## config.mk

```make
export PLATFORM = sky130hd
export DESIGN_NAME = uart_buf_tx
export DESIGN_NICKNAME = d
export VERILOG_FILES = /design/src/rtl/uart_buf_tx.sv
export SDC_FILE = /design/constraint.sdc
export NUM_CORES = 1
export LEC_CHECK = 0
export BUFFER_PORTS_ARGS = -buffer_cell sky130_fd_sc_hd__buf_2
export CORE_MARGIN = 5
export CORE_UTILIZATION = 49
export DETAILED_ROUTE_END_ITERATION = 12
export HOLD_SLACK_MARGIN = 0.12
export PLACE_DENSITY_LB_ADDON = 0.2
export SETUP_SLACK_MARGIN = 0.5
export SLEW_MARGIN = 40
export SYNTH_ARGS = -nofsm -noshare
export SYNTH_HDL_FRONTEND = slang
export SYNTH_SLANG_ARGS = --single-unit
export TNS_END_PERCENT = 50
```

## constraint.sdc

```tcl
create_clock -name clk -period 2.1 [get_ports clk]
set_clock_uncertainty 0.1 [all_clocks]
set_input_delay 0.315 -clock clk [delete_from_list [all_inputs] [get_ports clk]]
set_output_delay 0.315 -clock clk [all_outputs]
set_load 0.1 [all_outputs]
```

## src/rtl/uart_buf_tx.sv

```systemverilog
// rtl/uart_buf_tx.sv - word-to-byte serializer feeding the UART transmitter, LSB byte first (optional checksum byte: UART_BUF_TX_CHECKSUM_EN)
module uart_buf_tx #(
    parameter int NBYTES      = 4,
    parameter int GAP_CYCLES  = 0,
    parameter int ACK_TIMEOUT = 16
) (
    input  logic        clk,
    input  logic        rst,
    input  logic        start,
    input  logic [31:0] txbuf,
    input  logic        tx_ready,
    output logic        tx_start,
    output logic [7:0]  txbus,
    output logic        busy,
    output logic        done,
    output logic        err
);

    typedef enum logic [2:0] {
        S_IDLE     = 3'd0,
        S_WAIT_RDY = 3'd1,
        S_WAIT_ACK = 3'd2,
        S_WAIT_CPL = 3'd3,
        S_GAP      = 3'd4
    } state_t;

    // The checksum byte occupies the slot right after the last data byte.
`ifdef UART_BUF_TX_CHECKSUM_EN
    localparam logic [2:0] NB_W     = 3'(NBYTES);
    localparam logic [2:0] LAST_IDX = 3'(NBYTES);
`else
    localparam logic [2:0] LAST_IDX = 3'(NBYTES - 1);
`endif
    localparam logic [7:0] ACK_LAST = 8'(ACK_TIMEOUT - 1);
    localparam logic [7:0] GAP_LAST = (GAP_CYCLES > 0) ? 8'(GAP_CYCLES - 1) : 8'd0;

    state_t      state_q, state_d;
    logic [2:0]  idx_q, idx_d;
    logic [7:0]  gap_q, gap_d;
    logic [7:0]  tmo_q, tmo_d;
    logic [31:0] shadow_q, shadow_d;
    logic [7:0]  cur_byte;

`ifdef UART_BUF_TX_CHECKSUM_EN
    logic [7:0]  csum;

    // XOR of the data bytes actually in use.
    always_comb begin
        csum = 8'h00;
        for (int k = 0; k < 4; k++) begin
            if (k < NBYTES) begin
                csum = csum ^ shadow_q[8*k +: 8];
            end
        end
    end
`endif

    // Select the byte for the current slot of the latched word.
    always_comb begin
        cur_byte = 8'h00;
        case (idx_q)
            3'd0:    cur_byte = shadow_q[7:0];
            3'd1:    cur_byte = shadow_q[15:8];
            3'd2:    cur_byte = shadow_q[23:16];
            3'd3:    cur_byte = shadow_q[31:24];
            default: cur_byte = 8'h00;
        endcase
`ifdef UART_BUF_TX_CHECKSUM_EN
        if (idx_q >= NB_W) begin
            cur_byte = csum;
        end
`endif
    end

    // Next-state and handshake outputs; tx_start/done/err are single-cycle by construction.
    always_comb begin
        state_d  = state_q;
        idx_d    = idx_q;
        gap_d    = gap_q;
        tmo_d    = tmo_q;
        shadow_d = shadow_q;
        tx_start = 1'b0;
        done     = 1'b0;
        err      = 1'b0;
        busy     = (state_q != S_IDLE);
        txbus    = (state_q != S_IDLE) ? cur_byte : 8'h00;

        case (state_q)
            S_IDLE: begin
                if (start) begin
                    shadow_d = txbuf;
                    idx_d    = 3'd0;
                    gap_d    = 8'd0;
                    tmo_d    = 8'd0;
                    state_d  = S_WAIT_RDY;
                end
            end
            S_WAIT_RDY: begin
                // No timeout here: a transmitter that is still busy is simply waited on.
                if (tx_ready) begin
                    tx_start = 1'b1;
                    tmo_d    = 8'd0;
                    state_d  = S_WAIT_ACK;
                end
            end
            S_WAIT_ACK: begin
                if (!tx_ready) begin
                    state_d = S_WAIT_CPL;
                end else if (tmo_q == ACK_LAST) begin
                    err     = 1'b1;
                    idx_d   = 3'd0;
                    tmo_d   = 8'd0;
                    state_d = S_IDLE;
                end else begin
                    tmo_d = tmo_q + 8'd1;
                end
            end
            S_WAIT_CPL: begin
                if (tx_ready) begin
                    if (idx_q == LAST_IDX) begin
                        done    = 1'b1;
                        idx_d   = 3'd0;
                        state_d = S_IDLE;
                    end else begin
                        idx_d = idx_q + 3'd1;
                        if (GAP_CYCLES > 0) begin
                            gap_d   = 8'd0;
                            state_d = S_GAP;
                        end else begin
                            state_d = S_WAIT_RDY;
                        end
                    end
                end
            end
            S_GAP: begin
                if (gap_q == GAP_LAST) begin
                    gap_d   = 8'd0;
                    state_d = S_WAIT_RDY;
                end else begin
                    gap_d = gap_q + 8'd1;
                end
            end
            default: begin
                state_d = S_IDLE;
            end
        endcase
    end

    // State, counters and latched word; reset aborts any frame in flight.
    always_ff @(posedge clk or posedge rst) begin
        if (rst) begin
            state_q  <= S_IDLE;
            idx_q    <= 3'd0;
            gap_q    <= 8'd0;
            tmo_q    <= 8'd0;
            shadow_q <= 32'd0;
        end else begin
            state_q  <= state_d;
            idx_q    <= idx_d;
            gap_q    <= gap_d;
            tmo_q    <= tmo_d;
            shadow_q <= shadow_d;
        end
    end

endmodule

```

==> results of run 1 <==
timing repair:
| item | 4_1_cts | 5_1_grt |
|---|---|---|
| hold buffers | 1 | 0 |
| endpoints found under the setup margin | 57 | 54 |
| gates resized for setup | 70 | 25 |
| endpoints found under the hold margin | 13 | 0 |
| pin swaps | 13 | 8 |
| gates cloned | 1 | 1 |
| setup buffers | 13 | 11 |
layout by cell type, fill, tap and decap left out, drive strengths merged, types with 3 or more instances in the layout:
cell type,count
a21oi,13
a22oi,16
and2,3
buf,90
clkbuf,6
dfrtp,45
ha,9
inv,6
mux2,32
nand2,9
nand2b,3
nand3,6
nor2,7
nor2b,3
nor4,3
o21ai,4
o31ai,3
layer usage:
| metal | vias to the layer above | global-route usage [%] | routed length (um) |
|---|---|---|---|
| met5 | - | 0 | 0 |
| met4 | 0 | 6.76 | 166 |
| met3 | 17 | 5.38 | 387 |
| met2 | 63 | 32.3 | 3610 |
| met1 | 1007 | 27.4 | 3010 |
| li1 | 904 | - | - |
final cells by class:
class                           instances  area [um2]
Clock buffer                            5        68.8
Clock inverter                          3        46.3
Fill cell                             198         686
Inverter                                7        31.3
Multi-Input combinational cell        135        1490
Sequential cell                        45        1130
Tap cell                               52        65.1
Timing Repair Buffer                   92         898
critical path, stage by stage, from the launching register on:
cell     delay, ps
dfrtp_1        440
inv_4           80
ha_4           180
o41ai_4        390
buf_12         220
a21oi_4         50
buf_12         180
through the flow:
step	instance area [um2]	hold WS (ps)	setup TNS [ps]	setup WS [ps]
after floorplan	2550	365	-2180	-273
after global placement	2970	194	0	72.2
after detailed placement	2970	202	0	36.2
after CTS	3500	131	-1120	-141
after global routing	3730	117	-2080	-226
final	3730	123	-1480	-175
cell families after synthesis:
| group | synth area share, % |
|---|---|
| AND/OR/NAND/NOR | 10.5 |
| adder cells (fa/ha/maj) | 4.97 |
| AO/OA/AOI/OAI | 14.0 |
| XOR/XNOR | 0.773 |
| multiplexers | 16.8 |
| buffers and inverters | 3.31 |
| flip-flops | 49.7 |
worst paths after layout:
check	depth (start not counted)	to	slack (ps)	start
min in group asynchronous	3	shadow_q[26]	400	rst
max in group asynchronous	4	tmo_q[0]	900	rst
worst min-delay path	2	shadow_q[14]	120	txbuf[14]
worst min register to register	1	shadow_q[11]	410	shadow_q[11]
worst max register to register	7	tmo_q[6]	-60	state_q[1]
worst max-delay path	6	txbus[4]	-170	idx_q[0]
state kept, by name, summed over array words and instances, names as in the netlist:
signal and cells:
state_q 2, shadow_q 32, tmo_q 8, idx_q 3
==> key figures, run 1 <==
Run status
  – Status: finished with violations
  – Failing checks: negative setup slack

Routing
  – DRC viols: 0
  – Antenna viol nets, final: 0
  – Drt total wl: 7170 um
  – Via density per instance: 5.87
  – Drt pass-1 iters: 4
  – Initial DRC count: 117
  – Routed length per instance: 21.1 um
  – Via Count: 1991

Logic synthesis
  – Seq/Total Area, Yosys: 49.7%
  – Most frequent cells after synthesis: 45 x dfrtp_1, 32 x mux2_2, 16 x a22oi_1
  – Synthesized area per cell: 11.5 um2
  – Post-synth EDFFs: 0
  – Top-count cell post-synth: dfrtp_1
  – Async SR Flop Fraction: 100%
  – Largest cells by area after synthesis: dfrtp_1 50%, mux2_2 16%, a22oi_1 5.3%
  – Leading area contributor after synthesis: dfrtp_1
  – Syn Inst Count: 198
  – Synth Flop Type: dfrtp_1
  – Top-area cell type share of the netlist area: 49.7%
  – Ys Warns: 0
  – Yosys cell types: 39
  – Syn nets: 243
  – Synthesized area: 2270 um2
  – Post-synthesis register bit count: 45

CTS
  – Worst skew pair latency: 310 ps
  – Clock Tree Buf Depth: 2
  – CTS Root Cell: clkbuf_8
  – Max H-tree Level: 2
  – Num CTS Buffers: 5
  – Clk sinks: 45
  – Clk slew on worst S/H paths: 90 ps
  – CTS tree: built

Global routing
  – Largest net degree at the start of global routing: 21
  – Global-route wire length before repair: 10100 um
  – Total grt overflow: 0
  – Initial antenna violation count: 0
  – Gr usage total: 20.4%
  – Vias in the first global route: 2077

Critical path
  – CP Data Arrival Time: 1860 ps
  – Req. time, crit path: 1680 ps
  – CP startpoint kind: flop
  – Worst Path Max Fanout: 8
  – Crit. End Element: output pin
  – Crit path kind: flop to output pin

Die
  – DIE WIDTH: 78.0 um
  – Num ports: 48
  – Row cnt: 24
  – Initial Util: 51.4%
  – Die height: 78.0 um
  – CORE AREA: 4410 um2
  – Die ar.: 6090 um2

Timing
  – Minimum clock period: 2270 ps
  – F_max: 440 MHz
  – Slew @ Worst Pin: 486 ps
  – Rel. slew slack: 67.4%
  – Tcrit/Tclk final: 108%
  – # setup viols final: 12
  – RSZ-0062 raised after global routing: yes
  – Slew Viols, Final: 0
  – Hold Fails Final Rpt: 0
  – Worst setup margin: -175 ps

Placement
  – DP Wirelength: 3910 um
  – Routability Congestion: 0.909
  – Placed instance count: 304
  – IO Port Bufs: 47

Finish
  – Fin nets: 331
  – Antenna Cells: 0
  – Share of layout cells above drive strength 1: 66.2%
  – Finished Layout Cells: 339
  – Final Util: 84.5%
  – Syn-to-layout area delta: 64.5%

Run
  – Max-Cap Viols: 0

Worst hold path
  – Worst Hold Class: input pin to flop
Power of run 1 is not shown: default switching activity piles up to over one toggle a cycle in this logic, so the estimate is an artifact.
==> run 2: changes to the inputs <==
--- a/config.mk
+++ b/config.mk
@@ -6,12 +6,15 @@
 export NUM_CORES = 1
 export LEC_CHECK = 0
 export BUFFER_PORTS_ARGS = -buffer_cell sky130_fd_sc_hd__buf_2
+export CELL_PAD_IN_SITES_DETAIL_PLACEMENT = 0
+export CELL_PAD_IN_SITES_GLOBAL_PLACEMENT = 1
 export CORE_MARGIN = 5
-export CORE_UTILIZATION = 49
+export CORE_UTILIZATION = 38
 export DETAILED_ROUTE_END_ITERATION = 12
 export HOLD_SLACK_MARGIN = 0.12
 export PLACE_DENSITY_LB_ADDON = 0.2
 export SETUP_SLACK_MARGIN = 0.5
+export SKIP_LAST_GASP = 1
 export SLEW_MARGIN = 40
 export SYNTH_ARGS = -nofsm -noshare
 export SYNTH_HDL_FRONTEND = slang
==> run 2 against run 1 <==
  * The flow still finishes with violations (negative setup slack)
  * Maximum frequency rose by 2.2%
  * Count of clock-buffer cells in the layout increased by 1
  * Routed wire length is 12% lower
  * Critical path type unchanged
  * Highest routed layer unchanged
==> key figures, run 2 (synthesis results as in run 1) <==
Run status
  – Status: finished with violations
  – Failing checks: negative setup slack

Timing
  – F_max: 449 MHz (+2.2%)
  – RSZ-0062 raised after global routing: yes
  – Tcrit/Tclk final: 106% (-2.3 points)
  – Hold Fails Final Rpt: 0 (unchanged)
  – Slew Viols, Final: 0 (unchanged)
  – Rel. slew slack: 72.3% (+4.9 points)
  – Slew @ Worst Pin: 412 ps (-74.6 ps)
  – # setup viols final: 13 (+1)
  – Minimum clock period: 2230 ps (-48.4 ps)
  – Worst setup margin: -126 ps (+48.4 ps)

CTS
  – CTS Root Cell: clkbuf_8
  – Clk slew on worst S/H paths: 80 ps (about the same)
  – Worst skew pair latency: 300 ps (about the same)
  – Max H-tree Level: 2 (unchanged)
  – CTS tree: built
  – Num CTS Buffers: 5 (unchanged)
  – Clock Tree Buf Depth: 2 (unchanged)
  – Clk sinks: 45 (unchanged)

Finish
  – Fillers: 462 (+130%)
  – Max reg flops: 32 (unchanged)
  – Design area: 3690 um2 (-0.94%)
  – Multi-input logic area: 1460 um2 (-2.1%)
  – Fin nets: 328 (-0.91%)
  – Final Util: 63.1% (-21 points)
  – Antenna Cells: 0 (unchanged)
  – Register area: 1130 um2 (+0.11%)
  – Largest regs: shadow_q (32), tmo_q (8), idx_q (3)
  – Most frequent cells in the layout: 43 x dfrtp_1, 35 x buf_2, 32 x mux2_2
  – Share of layout cells above drive strength 1: 65.5% (-0.71 points)
  – Syn-to-layout area delta: 62.9%
  – Commonest non-fill, non-tap cell in the layout: dfrtp_1
  – Biggest register: shadow_q

Placement
  – DP Wirelength: 4010 um (+2.7%)
  – IO Port Bufs: 47 (unchanged)
  – DP Area: 2990 um2 (+0.55%)
  – Routability Congestion: 0.788 (-13%)
  – Pre-CTS WS: 38.1 ps (+1.90 ps)

Power
  – Sequential fraction of design power: 20.8%
  – Total Power: 6.93 mW
  – Pwr dens: 1880 nW/um2
  – Leakage: 1.55 nW
  – Net Switching: 3.15 mW
  – Power Internal: 3.78 mW
  – Portion of total power attributed to combinational logic: 69.4%
  – Clock network power share: 9.9%
  – Maximum VDD drop: 1930 uV
  – Net switching share of the total power: 45.4%

Global routing
  – Vias in the first global route: 2061 (-0.77%)
  – Global-route wire length before repair: 10200 um (+1.6%)
  – GRT busiest layer: met2
  – Met1 usage: 21.6% (-5.8 points)
  – Met2 Use GR: 30.8% (-1.6 points)
  – GR Util met3: 3.22% (-2.2 points)
  – Largest net degree at the start of global routing: 25 (+19%)
  – Gr usage total: 17.2% (-3.2 points)
  – Initial antenna violation count: 0 (unchanged)
  – Total grt overflow: 0 (unchanged)

Critical path
  – Worst Path Max Fanout: 8 (unchanged)
  – Req. time, crit path: 1680 ps (about the same)
  – Crit path kind: flop to output pin
  – FF-to-FF setup slack: -60 ps (about the same)
  – Crit. End Element: output pin
  – CP Data Arrival Time: 1810 ps (-50 ps)
  – CP startpoint kind: flop

Die
  – Initial Util: 38.8% (-13 points)
  – Row cnt: 28 (+17%)
  – Die height: 87.2 um (+12%)
  – DIE WIDTH: 87.2 um (+12%)
  – CORE AREA: 5850 um2 (+33%)
  – Num ports: 48 (unchanged)
  – Die ar.: 7610 um2 (+25%)

Routing
  – Routed length per instance: 17.6 um (-17%)
  – Drt pass-1 iters: 4 (unchanged)
  – Antenna viol nets, final: 0 (unchanged)
  – Via Count: 1904 (-4.4%)
  – Drt total wl: 6310 um (-12%)
  – Via density per instance: 5.30 (-9.7%)
  – DRC viols: 0 (unchanged)
  – Initial DRC count: 52 (-56%)

Worst hold path
  – Worst Hold Class: input pin to flop

Run
  – Max-Cap Viols: 0 (unchanged)
[run 2: changes by cell type in the layout (fill, tap and decap cells not counted), moves of 2 or more]
| cell | before | now |
|---|---|---|
| or4_1 | 2 | 0 |
| a22oi_1 | 11 | 14 |
| or4_4 | 0 | 2 |
| a22oi_2 | 5 | 2 |
| buf_4 | 24 | 22 |
| nor2b_4 | 3 | 1 |
[run 2: metal layers]
layer	wire (um)	up-vias	part of all wire [%]
met1	2560	976	41
met4	46	0	0.73
met5	0	-	0
li1	-	895	-
met2	3490	28	55
met3	206	5	3.3
[run 2: critical path, cell delays in order, from the launching register on]
cell,delay (ps)
dfrtp_1,440
inv_2,100
ha_4,190
o41ai_4,330
buf_12,210
a21oi_4,50
buf_12,180
[run 2: power by group through the flow]
stage	Combinational, mW	Clock [mW]	Sequential, mW
detailed placement	3.60	0	1.44
floorplan	2.91	0	1.40
global placement	3.56	0	1.43
CTS	4.59	0.707	1.42
global route	5.04	0.743	1.48
finish	4.81	0.684	1.44
[run 2: path summary, 6_finish.rpt]
kind | from | end | depth (start not counted)
worst max-delay path | idx_q[0] | txbus[1] | 6
min in group asynchronous | rst | shadow_q[13] | 3
worst min register to register | shadow_q[27] | shadow_q[27] | 1
worst max register to register | state_q[0] | tmo_q[6] | 7
max in group asynchronous | rst | tmo_q[0] | 4
worst min-delay path | txbuf[3] | shadow_q[3] | 2
[run 2: through the flow]
step / cells / setup TNS [ps] / hold slack, ps
global placement: 327 / 0 / 98.5
floorplan: 198 / -2180 / 365
detailed placement: 327 / 0 / 103
finish: 359 / -1110 / 144
global route: 359 / -2070 / 134
CTS: 353 / -964 / 134
[run 2: final cells by class]
cell class / count / area share (%)
Clock buffer: 6 / 2.24
Inverter: 7 / 0.847
Sequential cell: 45 / 30.6
Timing Repair Buffer: 89 / 23.3
Clock inverter: 2 / 1.02
Tap cell: 75 / 2.54
Multi-Input combinational cell: 135 / 39.5
[run 2: repair_timing]
item,CTS,global route
endpoints found under the hold margin,45,0
pin swaps,10,8
setup buffers,16,5
resized for setup,68,23
gates cloned,1,1
hold buffers,1,0
setup endpoints to repair,57,57
No activity file was read; power rests on OpenSTA's default activity.
